<file path="config.mk">
export PLATFORM = sky130hd
export DESIGN_NAME = map_table
export DESIGN_NICKNAME = d
export VERILOG_FILES = /design/src/rtl/map_table.sv
export SDC_FILE = /design/constraint.sdc
export NUM_CORES = 1
export LEC_CHECK = 0
export CORE_MARGIN = 8
export CORE_UTILIZATION = 35
export CTS_CLUSTER_DIAMETER = 40
export DETAILED_ROUTE_END_ITERATION = 16
export GPL_TIMING_DRIVEN = 0
export PLACE_DENSITY = 0.55
export SYNTH_ARGS = -nofsm -noshare
export SYNTH_HDL_FRONTEND = slang
export SYNTH_SLANG_ARGS = --single-unit
export TNS_END_PERCENT = 100
</file>
<file path="constraint.sdc">
create_clock -name clock -period 8.1 [get_ports clock]
set_clock_uncertainty 0.2 [all_clocks]
set_input_delay 1.62 -clock clock [delete_from_list [all_inputs] [get_ports clock]]
set_output_delay 1.62 -clock clock [all_outputs]
set_load 0.005 [all_outputs]
</file>
<file path="src/rtl/map_table.sv">
// Register-rename map table.
// Each architectural register records the ROB tag of its youngest in-flight
// producer and whether that producer has already broadcast on the CDB.
// Source lookups are combinational and show the state before this cycle's
// updates. Dispatch, CDB, retire and squash update the table at the clock edge.
// Handshake semantics: every *_valid input is a single-cycle qualifier sampled
// at the rising edge. The table never pushes back, so there is no ready
// handshake. stall only qualifies dispatch.
module map_table #(
    parameter int ARCH_REGS = 32,
    parameter int ROB_LEN   = 8,
    parameter int TAG_W     = $clog2(ROB_LEN),
    parameter int REG_W     = $clog2(ARCH_REGS)
) (
    input  logic             clock,
    input  logic             reset,
    input  logic             stall,
    input  logic             dp_valid,
    input  logic [REG_W-1:0] dp_dest_idx,
    input  logic [TAG_W-1:0] dp_tag,
    input  logic [REG_W-1:0] rs1_idx,
    input  logic [REG_W-1:0] rs2_idx,
    input  logic             cdb_valid,
    input  logic [TAG_W-1:0] cdb_tag,
    input  logic             rt_valid,
    input  logic [TAG_W-1:0] rt_tag,
    input  logic [REG_W-1:0] rt_dest_idx,
    input  logic             squash,
    output logic             rs1_mapped,
    output logic [TAG_W-1:0] rs1_tag,
    output logic             rs1_ready,
    output logic             rs2_mapped,
    output logic [TAG_W-1:0] rs2_tag,
    output logic             rs2_ready,
    output logic [REG_W:0]   mapped_cnt
);

    logic [ARCH_REGS-1:0] mapped_q;
    logic [ARCH_REGS-1:0] ready_q;
    logic [TAG_W-1:0]     tag_q [ARCH_REGS];

    logic [ARCH_REGS-1:0] mapped_d;
    logic [ARCH_REGS-1:0] ready_d;
    logic [TAG_W-1:0]     tag_d [ARCH_REGS];
    logic [REG_W:0]       cnt_q;
    logic [REG_W:0]       cnt_d;

    logic dp_en;
    logic rt_hit;
    logic cnt_inc;
    logic cnt_dec;

    // Qualify dispatch and retire. Retire only frees a register whose
    // current owner is the retiring tag.
    always_comb begin
        dp_en  = dp_valid && !stall && !squash && (dp_dest_idx != '0);
        rt_hit = rt_valid && (rt_dest_idx != '0) && mapped_q[rt_dest_idx]
                 && (tag_q[rt_dest_idx] == rt_tag);
        cnt_inc = dp_en && !mapped_q[dp_dest_idx];
        // A dispatch to the retiring register keeps it mapped, so the count holds.
        cnt_dec = rt_hit && !(dp_en && (dp_dest_idx == rt_dest_idx));
    end

    // Next-state table. Priority from lowest to highest: CDB, retire, dispatch, squash.
    always_comb begin
        mapped_d = mapped_q;
        ready_d  = ready_q;
        tag_d    = tag_q;
        for (int r = 1; r < ARCH_REGS; r++) begin
            if (cdb_valid && mapped_q[r] && (tag_q[r] == cdb_tag)) begin
                ready_d[r] = 1'b1;
            end
            if (rt_hit && (rt_dest_idx == REG_W'(r))) begin
                mapped_d[r] = 1'b0;
                ready_d[r]  = 1'b0;
            end
            if (dp_en && (dp_dest_idx == REG_W'(r))) begin
                mapped_d[r] = 1'b1;
                ready_d[r]  = 1'b0;
                tag_d[r]    = dp_tag;
            end
            if (squash) begin
                mapped_d[r] = 1'b0;
                ready_d[r]  = 1'b0;
                tag_d[r]    = '0;
            end
        end
        // Register zero is hardwired and never holds a mapping.
        mapped_d[0] = 1'b0;
        ready_d[0]  = 1'b0;
        tag_d[0]    = '0;
    end

    // Population counter of mapped registers, cleared on squash.
    always_comb begin
        cnt_d = cnt_q;
        if (squash) begin
            cnt_d = '0;
        end else if (cnt_inc && !cnt_dec) begin
            cnt_d = cnt_q + 1'b1;
        end else if (cnt_dec && !cnt_inc) begin
            cnt_d = cnt_q - 1'b1;
        end
    end

    // State registers with asynchronous active-low clear.
    always_ff @(posedge clock or negedge reset) begin
        if (!reset) begin
            mapped_q <= '0;
            ready_q  <= '0;
            cnt_q    <= '0;
            for (int r = 0; r < ARCH_REGS; r++) begin
                tag_q[r] <= '0;
            end
        end else begin
            mapped_q <= mapped_d;
            ready_q  <= ready_d;
            cnt_q    <= cnt_d;
            for (int r = 0; r < ARCH_REGS; r++) begin
                tag_q[r] <= tag_d[r];
            end
        end
    end

    // Zero-latency source lookups with a CDB bypass on the ready bit.
    always_comb begin
        rs1_mapped = 1'b0;
        rs1_tag    = '0;
        rs1_ready  = 1'b0;
        rs2_mapped = 1'b0;
        rs2_tag    = '0;
        rs2_ready  = 1'b0;
        if ((rs1_idx != '0) && mapped_q[rs1_idx]) begin
            rs1_mapped = 1'b1;
            rs1_tag    = tag_q[rs1_idx];
            rs1_ready  = ready_q[rs1_idx] || (cdb_valid && (cdb_tag == tag_q[rs1_idx]));
        end
        if ((rs2_idx != '0) && mapped_q[rs2_idx]) begin
            rs2_mapped = 1'b1;
            rs2_tag    = tag_q[rs2_idx];
            rs2_ready  = ready_q[rs2_idx] || (cdb_valid && (cdb_tag == tag_q[rs2_idx]));
        end
    end

    assign mapped_cnt = cnt_q;

endmodule

</file>
==> flow_results.org, run 1 <==
** Outcome
- Run status :: finished, violations left
- Violated checks :: setup timing

** Yosys
- Ys flop type :: dfrtp_1
- Counting flops with a built-in enable in the synthesized netlist gives 0.
- Synthesis instantiated 66 different standard cells from the library.
- Synthesis produced a netlist whose cell count is 1,169.
- Ranked by total cell area, the synthesized netlist is headed by dfrtp_1 (33%), mux4_2 (21%), mux2i_1 (7.4%).
- Counting flops and latches in the post-synthesis netlist gives 161.
- Mapped Nets :: 1,210
- The synthesized design spends more area on one cell type than any other, namely dfrtp_1.
- Syn_area_per_cell :: ~10 um2
- Summing every instance area after synthesis gives approximately 0.012 mm2.
- Share of flip-flops with an asynchronous set or reset :: 1.00
- For this run, the number of Yosys warnings is 0.
- Top-area cell type share of the netlist area :: 0.329
- For this run, the register share of the synthesized area comes to 0.329.

** Die
- Placeable core region :: 0.0345 mm2
- Initial Util :: 0.355
- The floorplan step defined a die boundary enclosing between 0.04 and 0.05 mm2.
- Die Ht :: 203 um
- Row generation in the floorplan step produced 68 rows.
- The die is slightly above 200 um wide.
- Pin placement for this block handled 52 I/O pins.

** Cells and area
- In the final layout, the share of cells above drive strength 1 is 0.166.
- Footprint of the multi-input gates :: 0.00770 mm2
- From synthesis to final layout, the design area changed by 12.2%.
- The finished cells cover 0.0138 mm2.
- In the final design database the tool counted 1,265 nets.
- Diodes inserted :: 0
- FILL cells :: 3,475
- Summing all flip-flop and latch instances after layout gives 0.00403 mm2.

** STA
- Hold Violations, Final :: 0
- Final period demand of the worst path :: 8120 ps
- The worst pin sits at a relative slew slack of 0.0867.
- Timing would allow up to 123 MHz.
- Once routing completed, OpenROAD measured the worst setup slack at -15.3 ps.
- Setup repair after global routing left no endpoint under its margin.
- For the pin with the worst max-slew slack, the measured transition is 1360 ps.
- Final critical-path share of the clock period :: 1.00
- The max-slew violation count was 0.
- Setup violations remaining at the end of the flow were counted as 1.

** Routing
- After detailed routing, the total wire length is 51,300 um.
- Dividing the detail-routed wire length by the instance count gives roughly 30 um.
- Per-cell via count in the routed design :: roughly 6.3
- The detailed router placed around 11,000 vias in this run.
- In this run the remaining antenna-violating nets after routing total 0.
- Number of DRC markers after the initial detailed-route iteration :: between 1,500 and 2,000
- Detailed-routing iteration count for the pre-antenna-repair pass :: 5
- Remaining routing DRC violations :: 0

** Worst setup path
- For the worst flop-to-flop path, the logic depth is 15.
- By startpoint and endpoint, the worst setup path is classified as in2out.
- Setup slack on the worst reg-to-reg path comes out at about 3500 ps.
- Along the worst path, the maximum fanout reaches 10.
- CP Launch Type :: input pin
- Worst EP required :: between 6000 and 7000 ps
- STA classifies the critical path endpoint as an output port.
- STA puts the critical path data arrival time at 6300 ps.

** Placement
- Final Wtd Congestion :: 0.979
- In this run the tool buffered the top-level ports with 35 buffer cells.
- HPWL after DPL :: 40,500 um
- Timing analysis after detailed placement gives a worst setup slack of -39.2 ps.
- Once placement finished, the instance area stood at 0.0132 mm2.

** GRT
- The via count of the first global-routing pass came to 10,200.
- The initial antenna violation count was 1.
- The first global-routing pass estimated 73,600 um of wire.
- Total grt overflow :: 0
- Global-route usage over all layers :: 0.247
- Largest net degree at the start of global routing :: 83

** Clocking
- In this run, post-CTS hold repair placed 0 buffers.
- Clock insertion delay at the later pin of the skew report :: 440 ps
- In this run, CTS created clock tree buffers numbering 17.
- TritonCTS clock tree :: done
- The number of setup buffers added after CTS is 0.
- Worst-path clk slew :: 60 ps
- The tree is rooted in a clkbuf_16.
- Clock buffer depth :: 2
- CTS sink cnt :: roughly 160
- Gates resized during post-CTS repair numbered 1.
- Htree depth :: 4

** Power
- The analysis attributes to cell leakage a power of 5.54 nW.
- Overall power after layout :: 1.90 mW
- Power density over the cells :: 138 mW/mm2
- The worst-case IR drop observed on VDD is 0.132 mV.

** Hold path
- Hold/Removal Path Class :: reg2reg
- The worst hold path passes through 2 cells.

** Job
- Max-Cap Viols :: 0
[critical path: stages]
cell             delay, ps
clkdlybuf4s50_1        600
clkbuf_1               810
clkbuf_1               590
mux4_2                 440
mux4_2                 460
mux2i_1                540
xor2_1                 210
nand4_1                230
a21oi_1                240
clkdlybuf4s50_1        540
[worst paths after layout]
check | endpoint | start
min in group asynchronous | tag_q[73] | reset
max in group asynchronous | mapped_q[31] | reset
worst min register to register | tag_q[22] | tag_q[22]
worst min-delay path | tag_q[22] | tag_q[22]
worst max-delay path | rs1_ready | rs1_idx[1]
worst max register to register | mapped_cnt[5] | tag_q[73]
[cells by family after synthesis]
| logic type | after synthesis | share of synthesized area |
|---|---|---|
| AND/OR/NAND/NOR | 341 | 0.128 |
| multiplexers | 224 | 0.304 |
| AO/OA/AOI/OAI | 207 | 0.112 |
| flip-flops | 161 | 0.329 |
| buffers and inverters | 122 | 0.0430 |
| XOR/XNOR | 109 | 0.0785 |
| adder cells (fa/ha/maj) | 5 | 0.00572 |
[sequential cells by signal (all words and copies together) (netlist names)]
name / count
mapped_cnt: 6
mapped_q: 31
ready_q: 31
tag_q: 93
[power by group]
| group | switching, mW | leakage [nW] | total, mW | internal, mW |
|---|---|---|---|---|
| sequential | 0.0143 | 2.25 | 0.825 | 0.811 |
| combinational | 0.196 | 3.02 | 0.298 | 0.102 |
| clock | 0.369 | 0.269 | 0.777 | 0.408 |
[cell usage after synthesis, types with 6 or more instances]
cell / instances
dfrtp_1: 161
mux4_2: 116
nor2_1: 111
mux2i_1: 91
nand2_1: 77
xor2_1: 71
clkbuf_1: 66
nand3_1: 59
o21ai_0: 52
a21oi_1: 50
nor3_1: 38
xnor2_1: 37
inv_1: 19
buf_1: 17
mux2_2: 16
a211oi_1: 14
nor2b_1: 13
a22o_1: 12
buf_2: 10
nand2b_1: 9
o21a_1: 8
a21o_1: 6
a41oi_1: 6
o21ai_1: 6
o22ai_1: 6
[area by class of cell]
| type | count | share of cell area |
|---|---|---|
| sequential | 161 | 0.293 |
| multi-input combinational | 886 | 0.560 |
| timing repair buffer | 36 | 0.0278 |
| clock inverter | 12 | 0.00619 |
| inverter | 19 | 0.00519 |
| buffer | 103 | 0.0332 |
| tap | 455 | 0.0414 |
| clock buffer | 19 | 0.0329 |
[through the flow]
| step | hold WS, ps | setup TNS (ps) | utilization | cells |
|---|---|---|---|---|
| after CTS | 415 | 0 | 0.398 | 1691 |
| after global routing | 438 | 0 | 0.398 | 1691 |
| after global placement | 394 | -285610 | 0.382 | 1659 |
| after detailed placement | 400 | -39.2 | 0.382 | 1660 |
| final | 410 | -15.3 | 0.398 | 1691 |
| after floorplan | 317 | 0 | - | 1169 |
[cell usage in the layout, fill, tap and decap left out, types with 50 or more instances in the layout]
| cell type | count |
|---|---|
| clkbuf_1 | 65 |
| xor2_1 | 71 |
| nor2_1 | 111 |
| nand2_1 | 77 |
| a21oi_1 | 50 |
| mux4_2 | 116 |
| mux2i_1 | 91 |
| dfrtp_1 | 161 |
| nand3_1 | 59 |
| o21ai_0 | 52 |
[per-layer routing]
| metal | part of all wire | wire [um] | track usage | vias up |
|---|---|---|---|---|
| met5 | 0.00025 | 13 | 0 | - |
| met2 | 0.45 | 23100 | 0.378 | 649 |
| li1 | - | - | - | 4472 |
| met3 | 0.084 | 4310 | 0.0408 | 104 |
| met4 | 0.042 | 2170 | 0.108 | 2 |
| met1 | 0.42 | 21800 | 0.343 | 5427 |
(Power assumes the default switching activity.)
==> inputs of run 2 (changes only) <==
--- a/config.mk
+++ b/config.mk
@@ -10,7 +10,6 @@
 export CTS_CLUSTER_DIAMETER = 40
 export DETAILED_ROUTE_END_ITERATION = 16
 export GPL_TIMING_DRIVEN = 0
-export PLACE_DENSITY = 0.55
 export SYNTH_ARGS = -nofsm -noshare
 export SYNTH_HDL_FRONTEND = slang
 export SYNTH_SLANG_ARGS = --single-unit
==> flow_results.org, run 2 (synthesis results as in run 1) <==
** Placement
- The worst setup timing slack at the placement stage is 50.8 ps (+90.0 ps).
- The count of buffers from port buffering is 35 (unchanged).
- Number of instances in the placed design :: 1,660 (unchanged)
- The routability congestion estimate from global placement is 1.00 (+2.4%).
- The detailed-placement wirelength estimate is 39,900 um (-1.4%).

** Routing
- Detailed-routing iteration count for the pre-antenna-repair pass :: 5 (unchanged)
- The DRC violation count after routing came to 0 (unchanged).
- Via count :: 10,800 (+1.8%)
- Number of DRC markers after the initial detailed-route iteration :: 1,571 (+2.7%)
- ANT nets after route :: 0 (unchanged)
- Routed wirelength normalized by instance count :: 30.5 um (+0.64%)
- Total wirelength of the detailed-routed design :: 51,700 um (+0.70%)
- Per-cell via count in the routed design :: 6.41 (+1.8%)

** Clocking
- The post-CTS resize count is 0 (-1).
- The number of clock sinks was 161 (unchanged).
- Hold-fix buffers at CTS :: 0 (unchanged)
- The clock buffer count from CTS came to 17 (unchanged).
- The register clock-pin slew on the reported worst setup and hold paths came to 60 ps (about the same).
- Total setup buffers inserted after CTS :: 0 (unchanged)
- Clock buffer depth :: 2 (unchanged)
- Htree depth :: 4 (unchanged)
- Clock tree synthesis selected as its root buffer the cell clkbuf_16.
- The source-to-sink clock delay at the later pin of the worst-skew pair is 450 ps (about the same).
- TritonCTS clock tree :: done

** STA
- The timing-limited maximum frequency is 128 MHz (+3.5%).
- Number of max-slew violations in the final report :: 0 (unchanged)
- The final cycle utilization of the critical path is 0.968 (-0.0338).
- Worst path setup slack after routing :: 259 ps (+274 ps)
- Final setup viols :: 0 (-1)
- The final worst hold slack came to 410 ps (+0.696 ps).
- Setup repair after global routing left no endpoint under its margin.
- Slew margin rel. :: 0.0886 (+0.00196)
- Hold Violations, Final :: 0 (unchanged)
- The slew at the pin with the worst max-slew slack came to 1370 ps (+7.52 ps).
- Final period demand of the worst path :: 7840 ps (-274 ps)

** GRT
- The wire length of the first global-routing pass is 74,200 um (+0.86%).
- The initial antenna violation count came to 4 (+3).
- Global-route usage over all layers :: 0.248 (+0.000844)
- Via count of the first global-routing pass :: 10,400 (+2.2%)
- Largest net degree at the start of global routing :: 96 (+16%)
- The residual overflow from global routing is 0 (unchanged).

** Cells and area
- Ranked by flip-flop count, first place goes to tag_q.
- Post-layout net count :: 1,265 (unchanged)
- Most common library cell in the layout ignoring fill and taps :: dfrtp_1
- Final standard cell utilization of the core :: 0.399 (+0.000724)
- Area occupied by registers :: 0.00403 mm2 (unchanged)
- Largest registers :: tag_q: 93 flops, mapped_q: 31 flops, ready_q: 31 flops
- The area of the multi-input gates came to 0.00770 mm2 (unchanged).
- The antenna diode count came to 0 (unchanged).
- Max reg flops :: 93 (unchanged)
- Synth-to-Final Area Change :: 12.4%
- FILL cells :: 3,406 (-2.0%)
- In the layout the commonest cells are dfrtp_1 (161), mux4_2 (116), nor2_1 (111).
- Final Non-Filler Cells :: 1,692 (+0.059%)
- The ratio of cells with drive above 1 in the final layout came to 0.167 (+0.000674).

** Hold path
- The path class of the tightest hold or removal check is reg2reg.
- Worst hold stages :: 2 (unchanged)
- Worst Hold Endpoint :: ready_q[20]
- The startpoint identified for the worst hold timing path is ready_q[20].

** Worst setup path
- The startpoint identified for the worst register-to-register timing path is tag_q[77].
- Type of the worst setup path :: in2out
- The length in cells of the worst reg-to-reg path came to 16 (+1).
- Worst EP required :: 6280 ps (about the same)
- Setup crit end kind :: output port
- The maximum fanout along the worst path came to 10 (unchanged).
- Reg-to-reg slack, setup :: 3480 ps (+30 ps)
- Reg-to-reg endpoint :: mapped_cnt[5]
- The critical path arrival was 6020 ps (-280 ps).
- STA classifies the critical path startpoint as an input pin.

** Job
- The max-cap check violation count was 0 (unchanged).

** Die
- The total number of placement rows was 68 (unchanged).
- Initial Util :: 0.355 (unchanged)
- The placeable core region was 0.0345 mm2 (unchanged).
- The y dimension of the die came to 203 um (unchanged).
- The die area came to 0.0413 mm2 (unchanged).
- The count of boundary I/O pins was 52 (unchanged).
- Die Width :: 203 um (unchanged)

** Power
- The cell leakage power was 5.54 nW (about the same).
- The maximum vdd drop is 0.146 mV (+11%).
- Overall power after layout :: 1.94 mW (+2.2%)
- Power density over the cells :: 141 mW/mm2 (+2.0%)

** Outcome
- The flow ran to the end, and the final reports show no timing, DRC or antenna violations.
[run 2: cell types whose count changed in the layout (fill, tap and decap cells not counted)]
cell,previous run,this run
clkbuf_8,2,0
bufinv_16,0,1
clkinvlp_4,1,4
clkinv_2,5,3
clkinv_4,4,2
inv_8,0,2
clkbuf_2,1,2
[run 2: metrics by stage]
step	cell area, um2	setup TNS [ps]
2_1_floorplan	12300	0
3_3_place_gp	13200	-277210
3_5_place_dp	13200	0
4_1_cts	13800	0
5_1_grt	13800	0
6_report	13800	0
[run 2: power by group]
group,leakage (nW),internal [mW],switching [mW]
sequential,2.25,0.810,0.0139
combinational,3.02,0.102,0.201
clock,0.267,0.428,0.385
total,5.54,1.34,0.600
[run 2: per-layer routing]
layer	vias to the layer above	GRT usage	part of all wire
li1	4466	-	-
met1	5472	0.341	0.40
met2	779	0.368	0.43
met3	124	0.0603	0.12
met4	6	0.110	0.043
met5	-	0	0.00079
[run 2: how the worst max path moves through the flow]
stage                     startpoint      endpoint  slack, ps  cells after the start
final                     rs1_idx[1]     rs1_ready        260                     10
after global routing      rs1_idx[1]     rs1_ready        250                     10
after CTS                 rs1_idx[1]     rs1_ready         70                     10
after detailed placement  rs1_idx[1]     rs1_ready         50                     10
after global placement         reset  mapped_q[21]      -1740                      1
after floorplan           rs1_idx[0]     rs1_ready       2270                      8
[run 2: worst max-delay path: stages]
cell             delay [ps]
clkdlybuf4s50_1         640
clkbuf_2                430
clkbuf_1                690
mux4_2                  450
mux4_2                  490
mux2i_1                 510
xor2_1                  190
nand4_1                 240
a21oi_1                 230
clkdlybuf4s50_1         530
[run 2: cell type report]
class | instances | area share
plain buffers | 103 | 0.0332
clock buffers | 18 | 0.0312
clock inverters | 14 | 0.00963
inverters | 19 | 0.00518
multi-input cells | 886 | 0.559
flip-flops and latches | 161 | 0.292
well taps | 455 | 0.0413
repair buffers | 36 | 0.0278
==> inputs of run 3 (changes only) <==
--- a/config.mk
+++ b/config.mk
@@ -10,6 +10,7 @@
 export CTS_CLUSTER_DIAMETER = 40
 export DETAILED_ROUTE_END_ITERATION = 16
 export GPL_TIMING_DRIVEN = 0
+export SETUP_SLACK_MARGIN = 0.2
 export SYNTH_ARGS = -nofsm -noshare
 export SYNTH_HDL_FRONTEND = slang
 export SYNTH_SLANG_ARGS = --single-unit
==> results of run 3 <==
The final DEF is identical to that of run 2; final timing and power are the same.
Among the figures that moved: number of gates resized after CTS 0 -> 2
